**config.mk**
```make
export PLATFORM = sky130hd
export DESIGN_NAME = sysctrl_spi_regfile
export DESIGN_NICKNAME = d
export VERILOG_FILES = /design/src/rtl/sysctrl_spi_regfile.sv
export SDC_FILE = /design/constraint.sdc
export NUM_CORES = 1
export LEC_CHECK = 0
export BUFFER_PORTS_ARGS = -buffer_cell sky130_fd_sc_hd__buf_4
export CELL_PAD_IN_SITES_DETAIL_PLACEMENT = 0
export CELL_PAD_IN_SITES_GLOBAL_PLACEMENT = 1
export CORE_ASPECT_RATIO = 0.75
export CORE_UTILIZATION = 47
export DETAILED_ROUTE_END_ITERATION = 12
export PLACE_DENSITY_LB_ADDON = 0.1
export REMOVE_ABC_BUFFERS = 1
export SYNTH_ARGS = -nofsm -noshare
export SYNTH_HDL_FRONTEND = slang
export SYNTH_SLANG_ARGS = --single-unit
```
**constraint.sdc**
```tcl
create_clock -name clock -period 5.2 [get_ports clock]
set_clock_uncertainty 0.15 [all_clocks]
set_input_delay 0.52 -clock clock [delete_from_list [all_inputs] [get_ports clock]]
set_output_delay 0.52 -clock clock [all_outputs]
set_load 0.005 [all_outputs]
```
**src/rtl/sysctrl_spi_regfile.sv**
```systemverilog
// System-control register file behind a mode-0 SPI slave. It holds the chip ID
// registers and the PLL control fields, and has a combinational parallel read port.
module sysctrl_spi_regfile (
    input  logic        clock,
    input  logic        reset,
    input  logic        spi_csb,
    input  logic        spi_sck,
    input  logic        spi_sdi,
    output logic        spi_sdo,
    output logic        spi_sdo_oe,
    input  logic [7:0]  reg_addr,
    output logic [7:0]  reg_rdata,
    output logic        pll_ena,
    output logic        pll_dco_ena,
    output logic        pll_bypass,
    output logic [23:0] pll_trim,
    output logic [2:0]  pll_sel,
    output logic [4:0]  pll_div,
    output logic [1:0]  dbg_state
);

    localparam logic [11:0] MFGR_ID  = 12'h456;
    localparam logic [7:0]  PROD_ID  = 8'h10;
    localparam logic [7:0]  MASK_REV = 8'h04;

    typedef enum logic [1:0] {IDLE, CMD, ADDR, DATA} state_t;

    state_t      state;
    logic [1:0]  csb_sync, sck_sync, sdi_sync;
    logic        csb_prev, sck_prev;
    logic        csb_high, csb_fall, sck_rise, sck_fall, sdi_bit;
    logic [2:0]  bit_cnt;
    logic [7:0]  shift_in, rx_byte, sdo_shift, addr, spi_rdata;
    logic        cmd_wr, cmd_rd, load_pending;

    logic [1:0]  r_pll_ctl;
    logic        r_bypass;
    logic [7:0]  r_trim_hi, r_trim_mid, r_trim_lo;
    logic [2:0]  r_sel;
    logic [4:0]  r_div;
    logic [7:0]  reg_map [12];

    // Synchronizers and edge history are deliberately not reset, so a csb held
    // low across reset is not seen as a new falling edge afterwards.
    always_ff @(posedge clock) begin
        csb_sync <= {csb_sync[0], spi_csb};
        sck_sync <= {sck_sync[0], spi_sck};
        sdi_sync <= {sdi_sync[0], spi_sdi};
        csb_prev <= csb_sync[1];
        sck_prev <= sck_sync[1];
    end

    assign csb_high = csb_sync[1];
    assign csb_fall = csb_prev & ~csb_sync[1];
    assign sck_rise = sck_sync[1] & ~sck_prev;
    assign sck_fall = ~sck_sync[1] & sck_prev;
    assign sdi_bit  = sdi_sync[1];
    assign rx_byte  = {shift_in[6:0], sdi_bit};

    always_comb begin
        reg_map[0]  = 8'h00;
        reg_map[1]  = {4'h0, MFGR_ID[11:8]};
        reg_map[2]  = MFGR_ID[7:0];
        reg_map[3]  = PROD_ID;
        reg_map[4]  = {6'b0, r_pll_ctl};
        reg_map[5]  = {7'b0, r_bypass};
        reg_map[6]  = r_trim_hi;
        reg_map[7]  = r_trim_mid;
        reg_map[8]  = r_trim_lo;
        reg_map[9]  = {5'b0, r_sel};
        reg_map[10] = {3'b0, r_div};
        reg_map[11] = MASK_REV;
    end

    assign reg_rdata = (reg_addr < 8'd12) ? reg_map[reg_addr[3:0]] : 8'h00;
    assign spi_rdata = (addr < 8'd12) ? reg_map[addr[3:0]] : 8'h00;

    always_ff @(posedge clock) begin
        if (reset) begin
            state        <= IDLE;
            bit_cnt      <= 3'd0;
            shift_in     <= 8'h00;
            sdo_shift    <= 8'h00;
            addr         <= 8'h00;
            cmd_wr       <= 1'b0;
            cmd_rd       <= 1'b0;
            load_pending <= 1'b0;
            spi_sdo      <= 1'b0;
            spi_sdo_oe   <= 1'b0;
            r_pll_ctl    <= 2'b10;
            r_bypass     <= 1'b1;
            r_trim_hi    <= 8'hFF;
            r_trim_mid   <= 8'hEF;
            r_trim_lo    <= 8'hFF;
            r_sel        <= 3'd3;
            r_div        <= 5'h12;
        end else if (csb_high) begin
            state        <= IDLE;
            bit_cnt      <= 3'd0;
            load_pending <= 1'b0;
            spi_sdo      <= 1'b0;
            spi_sdo_oe   <= 1'b0;
        end else if (state == IDLE) begin
            if (csb_fall) begin
                state   <= CMD;
                bit_cnt <= 3'd0;
            end
        end else begin
            if (sck_rise) begin
                shift_in <= rx_byte;
                bit_cnt  <= bit_cnt + 3'd1;
                if (bit_cnt == 3'd7) begin
                    case (state)
                        CMD: begin
                            cmd_wr <= rx_byte[7];
                            cmd_rd <= rx_byte[6];
                            // A command with neither bit set parks in IDLE until csb rises.
                            state  <= (rx_byte[7:6] == 2'b00) ? IDLE : ADDR;
                        end
                        ADDR: begin
                            addr         <= rx_byte;
                            state        <= DATA;
                            load_pending <= 1'b1;
                        end
                        default: begin
                            if (cmd_wr) begin
                                case (addr)
                                    8'h04:   r_pll_ctl  <= rx_byte[1:0];
                                    8'h05:   r_bypass   <= rx_byte[0];
                                    8'h06:   r_trim_hi  <= rx_byte;
                                    8'h07:   r_trim_mid <= rx_byte;
                                    8'h08:   r_trim_lo  <= rx_byte;
                                    8'h09:   r_sel      <= rx_byte[2:0];
                                    8'h0A:   r_div      <= rx_byte[4:0];
                                    default: ;
                                endcase
                            end
                            addr         <= addr + 8'd1;
                            load_pending <= 1'b1;
                        end
                    endcase
                end
            end
            // The first fall of a data slot loads the byte; later falls shift it out.
            if (sck_fall && state == DATA) begin
                if (load_pending) begin
                    load_pending <= 1'b0;
                    if (cmd_rd) begin
                        spi_sdo    <= spi_rdata[7];
                        sdo_shift  <= {spi_rdata[6:0], 1'b0};
                        spi_sdo_oe <= 1'b1;
                    end
                end else begin
                    spi_sdo   <= sdo_shift[7];
                    sdo_shift <= {sdo_shift[6:0], 1'b0};
                end
            end
        end
    end

    assign pll_ena     = r_pll_ctl[0];
    assign pll_dco_ena = r_pll_ctl[1];
    assign pll_bypass  = r_bypass;
    assign pll_trim    = {r_trim_hi, r_trim_mid, r_trim_lo};
    assign pll_sel     = r_sel;
    assign pll_div     = r_div;
    assign dbg_state   = state;

endmodule

```
==> implementation parameters <==
Parameter                              Value

Run status
  Run status ... completed

STA
  Final Slew Violations ... 0
  Endpoints failing setup ... 0
  Time the final worst path needs with I/O delays and setup ... 2.42 ns
  Slew Limit Headroom ... 0.425
  Final total negative setup slack ... 0 ns
  Slew at the pin closest to its max-slew limit ... 0.861 ns
  Share of the clock period used by the worst path ... 0.465
  Setup repair after global routing missed its margin ... no
  Final WS setup ... 2.78 ns
  Max Freq ... 414 MHz
  Number of hold-slack violations in the final timing report ... 0

Place
  Cell area after placement ... 4420 µm²
  Count of buffers from port buffering ... 59
  Detailed Place HPWL ... 7530 µm
  Pre-CTS worst setup slack ... 2.81 ns
  Final GP Congestion ... 0.829

Pwr
  Cell area power density ... 258 nW/µm²
  P_leak ... 2.01 nW
  Peak supply drop ... 0.000168 V

Synth
  Top cells by area in the synthesized netlist ... dfxtp_1, mux2i_1, nor2_1
  Mean Syn Cell Area ... 8.99 µm²
  Post-synthesis sequential area ratio ... 0.371
  Cell type with the largest total area after synthesis ... dfxtp_1
  Number of flops mapped to enable cells by yosys ... 0
  Distinct cell type count after synthesis ... 56
  Synth warn ... 0
  Total standard cell area after synthesis ... 4050 µm²
  Area share of the largest cell type after synthesis ... 0.371
  Gate count of the mapped netlist ... 450
  Most used flip-flop cell after synthesis ... dfxtp_1
  Ys async rst share ... 0
  FF+latch count, synth ... 75

CTS
  Postcts setup bufs ... 0
  Clock Pin Slew Worst Setup and Hold Paths ... 0.06 ns
  Number of sinks driven by the clock tree ... 75
  CTS tree ... yes
  Clock insertion delay at the later pin of the skew report ... 0.34 ns
  Total number of H-tree levels ... 3
  Maximum buffer depth of the clock tree ... 2
  Root buffer cell ... clkbuf_16
  TritonCTS Buffers ... 9
  Post-CTS Hold Fix Bufs ... 0
  Number of instances resized during post-cts repair ... 0

Drt
  Via total after detailed routing ... 3436
  Detail-routed net length per standard cell ... 17.6 µm
  DRC errors left ... 0
  Post-DRT Antenna Nets ... 0
  Initial detailed-routing violation count ... 260
  Final wirelength ... 10500 µm
  Detailed-route vias per instance ... 5.74
  First-pass detailed-route iteration total ... 4

Critical path
  Setup slack on the worst flop-to-flop path ... 2.78 ns
  Worst setup SP type ... flip-flop
  Reg-to-Reg End ... sdo_shift[7]$_SDFFE_PP0P_
  R2r startpoint ... addr[0]$_SDFFE_PP0P_
  Critical path fanouts, max ... 21
  Critical Path RT ... 5.23 ns
  Cell count of the worst reg-to-reg path ... 6
  Critical path data arrival time ... 2.45 ns
  Worst Setup End Kind ... flip-flop
  End of the critical path ... sdo_shift[7]$_SDFFE_PP0P_
  Critical path start-end classification ... reg -> reg
  Launching instance or port of the critical path ... addr[0]$_SDFFE_PP0P_

Layout
  Count of antenna diodes in the layout ... 0
  Design Area, Final ... 4690 µm²
  Final net count ... 511
  Synth-to-layout area growth ... 16.0%
  Number of filler cells placed in the layout ... 735
  Ratio of cells with drive above 1 in the final layout ... 0.196

GRT
  Number of global-route vias before repair ... 3174
  Remaining global-route overflow ... 0
  Antenna violations before repair ... 0
  Combined global-route utilization of all metal layers ... 0.251
  Global-route wire length before repair ... 16800 µm
  Largest net degree at the start of global routing ... 71

Die
  Die X-Extent ... 109 µm
  Total die area ... 8990 µm²
  Placement Rows ... 28
  I/O pin count ... 60
  Initial cell density of the core ... 0.498
  Area of the core ... 8130 µm²
  Floorplan die height ... 82.3 µm

Job
  Max-cap violation count ... 0

Worst hold path
  HP Class ... in -> reg
## per-layer routing
metal | share of wire | wire length [µm] | track usage | vias up
met5 | 0 | 0 | 0 | -
met4 | 0.012 | 124 | 0.0757 | 0
met3 | 0.046 | 484 | 0.0526 | 15
met2 | 0.43 | 4520 | 0.374 | 83
met1 | 0.51 | 5420 | 0.362 | 1650
li1 | - | - | - | 1688
## layout by cell type (no fill, tap or decap), drive strengths merged, types with 4 or more instances in the layout
cell	Yosys	layout
dfxtp	75	75
nor2	74	74
mux2i	61	61
buf	16	59
a21oi	20	20
nand2	19	19
o21ai	18	18
inv	17	17
nand3	15	15
clkbuf	14	14
nor3	12	12
a211oi	9	9
ha	9	9
o22ai	8	8
nor2b	8	8
nand2b	7	7
a31oi	7	7
a22oi	6	6
mux2	6	6
o32ai	4	4
nand3b	4	4
## metrics by stage
step                      instances  power [mW]  hold slack (ns)   util
after floorplan                 419       0.617            0.160      -
after global placement          583       0.645            0.162  0.544
after detailed placement        583       0.646            0.166  0.544
after CTS                       599        1.22            0.126  0.577
after global routing            599        1.25            0.128  0.577
final                           599        1.21            0.137  0.577
## synth_stat cells (all sizes together) (2+ instances only)
cell and number:
a22oi 6, clkbuf 14, nand3 15, o22ai 8, o211ai 3, a211oi 9
a21oi 20, nand3b 4, nor2b 8, or2 2, nand4 3, dfxtp 75
o2bb2ai 2, nand2b 7, a31oi 7, mux2i 61, inv 17, and4 2
o21ai 18, buf 16, nand2 19, a311oi 3, ha 9, and2 3
or3 2, a211o 2, nor3 12, o32ai 4, mux2 6, and2b 2
nor4 3, nor2 74
## how the worst min path moves through the flow
stage	end	startpoint	cells after the start	slack (ns)
CTS	sdi_sync[0]$_DFF_P_	spi_sdi	1	0.13
detailed placement	csb_sync[1]$_DFF_P_	csb_sync[0]$_DFF_P_	0	0.17
floorplan	csb_sync[1]$_DFF_P_	csb_sync[0]$_DFF_P_	0	0.16
global route	sck_sync[0]$_DFF_P_	spi_sck	1	0.13
finish	sck_sync[0]$_DFF_P_	spi_sck	1	0.14
global placement	csb_sync[1]$_DFF_P_	csb_sync[0]$_DFF_P_	0	0.16
## cell type report
type	instances	area (µm²)	share of cell area
sequential	75	1500	0.320
inverter	17	63.8	0.0136
clock inverter	2	10.0	0.00213
multi-input combinational	327	2280	0.486
clock buffer	14	264	0.0563
tap	105	131	0.0280
timing repair buffer	59	443	0.0944
## worst max-delay path: stages (launching register included)
cell and delay, ns:
dfxtp_1 0.88, inv_1 0.29, ha_1 0.40, inv_1 0.15
o22ai_1 0.10, o211ai_2 0.17, a311oi_2 0.11
## logic make-up (layout without fill, tap and decap cells)
kind of cell | after synthesis | in the layout | synth area share
AND/OR/NAND/NOR | 163 | 163 | 0.221
AO/OA/AOI/OAI | 87 | 87 | 0.141
flip-flops | 75 | 75 | 0.371
multiplexers | 68 | 68 | 0.173
buffers and inverters | 48 | 92 | 0.0656
adder cells (fa/ha/maj) | 9 | 9 | 0.0278
## where the power goes
part           switching (mW)  internal, mW
Clock                   0.227         0.348
Combinational          0.0306        0.0199
Sequential            0.00498         0.579
Total                   0.263         0.946
## state kept, by name, summed over array words and instances (netlist names), named ones only
register and cells:
spi_sdo_oe 1, addr 8, sck_prev 1, r_pll_ctl 2
sck_sync 2, csb_prev 1, bit_cnt 3, dbg_state 1
shift_in 7, sdi_sync 2, cmd_wr 1, pll_bypass 1
load_pending 1, pll_sel 3, cmd_rd 1, r_trim_hi 8
csb_sync 2, r_trim_mid 8, pll_div 5, spi_sdo 1
sdo_shift 7, r_trim_lo 8
(Power assumes the default switching activity.)
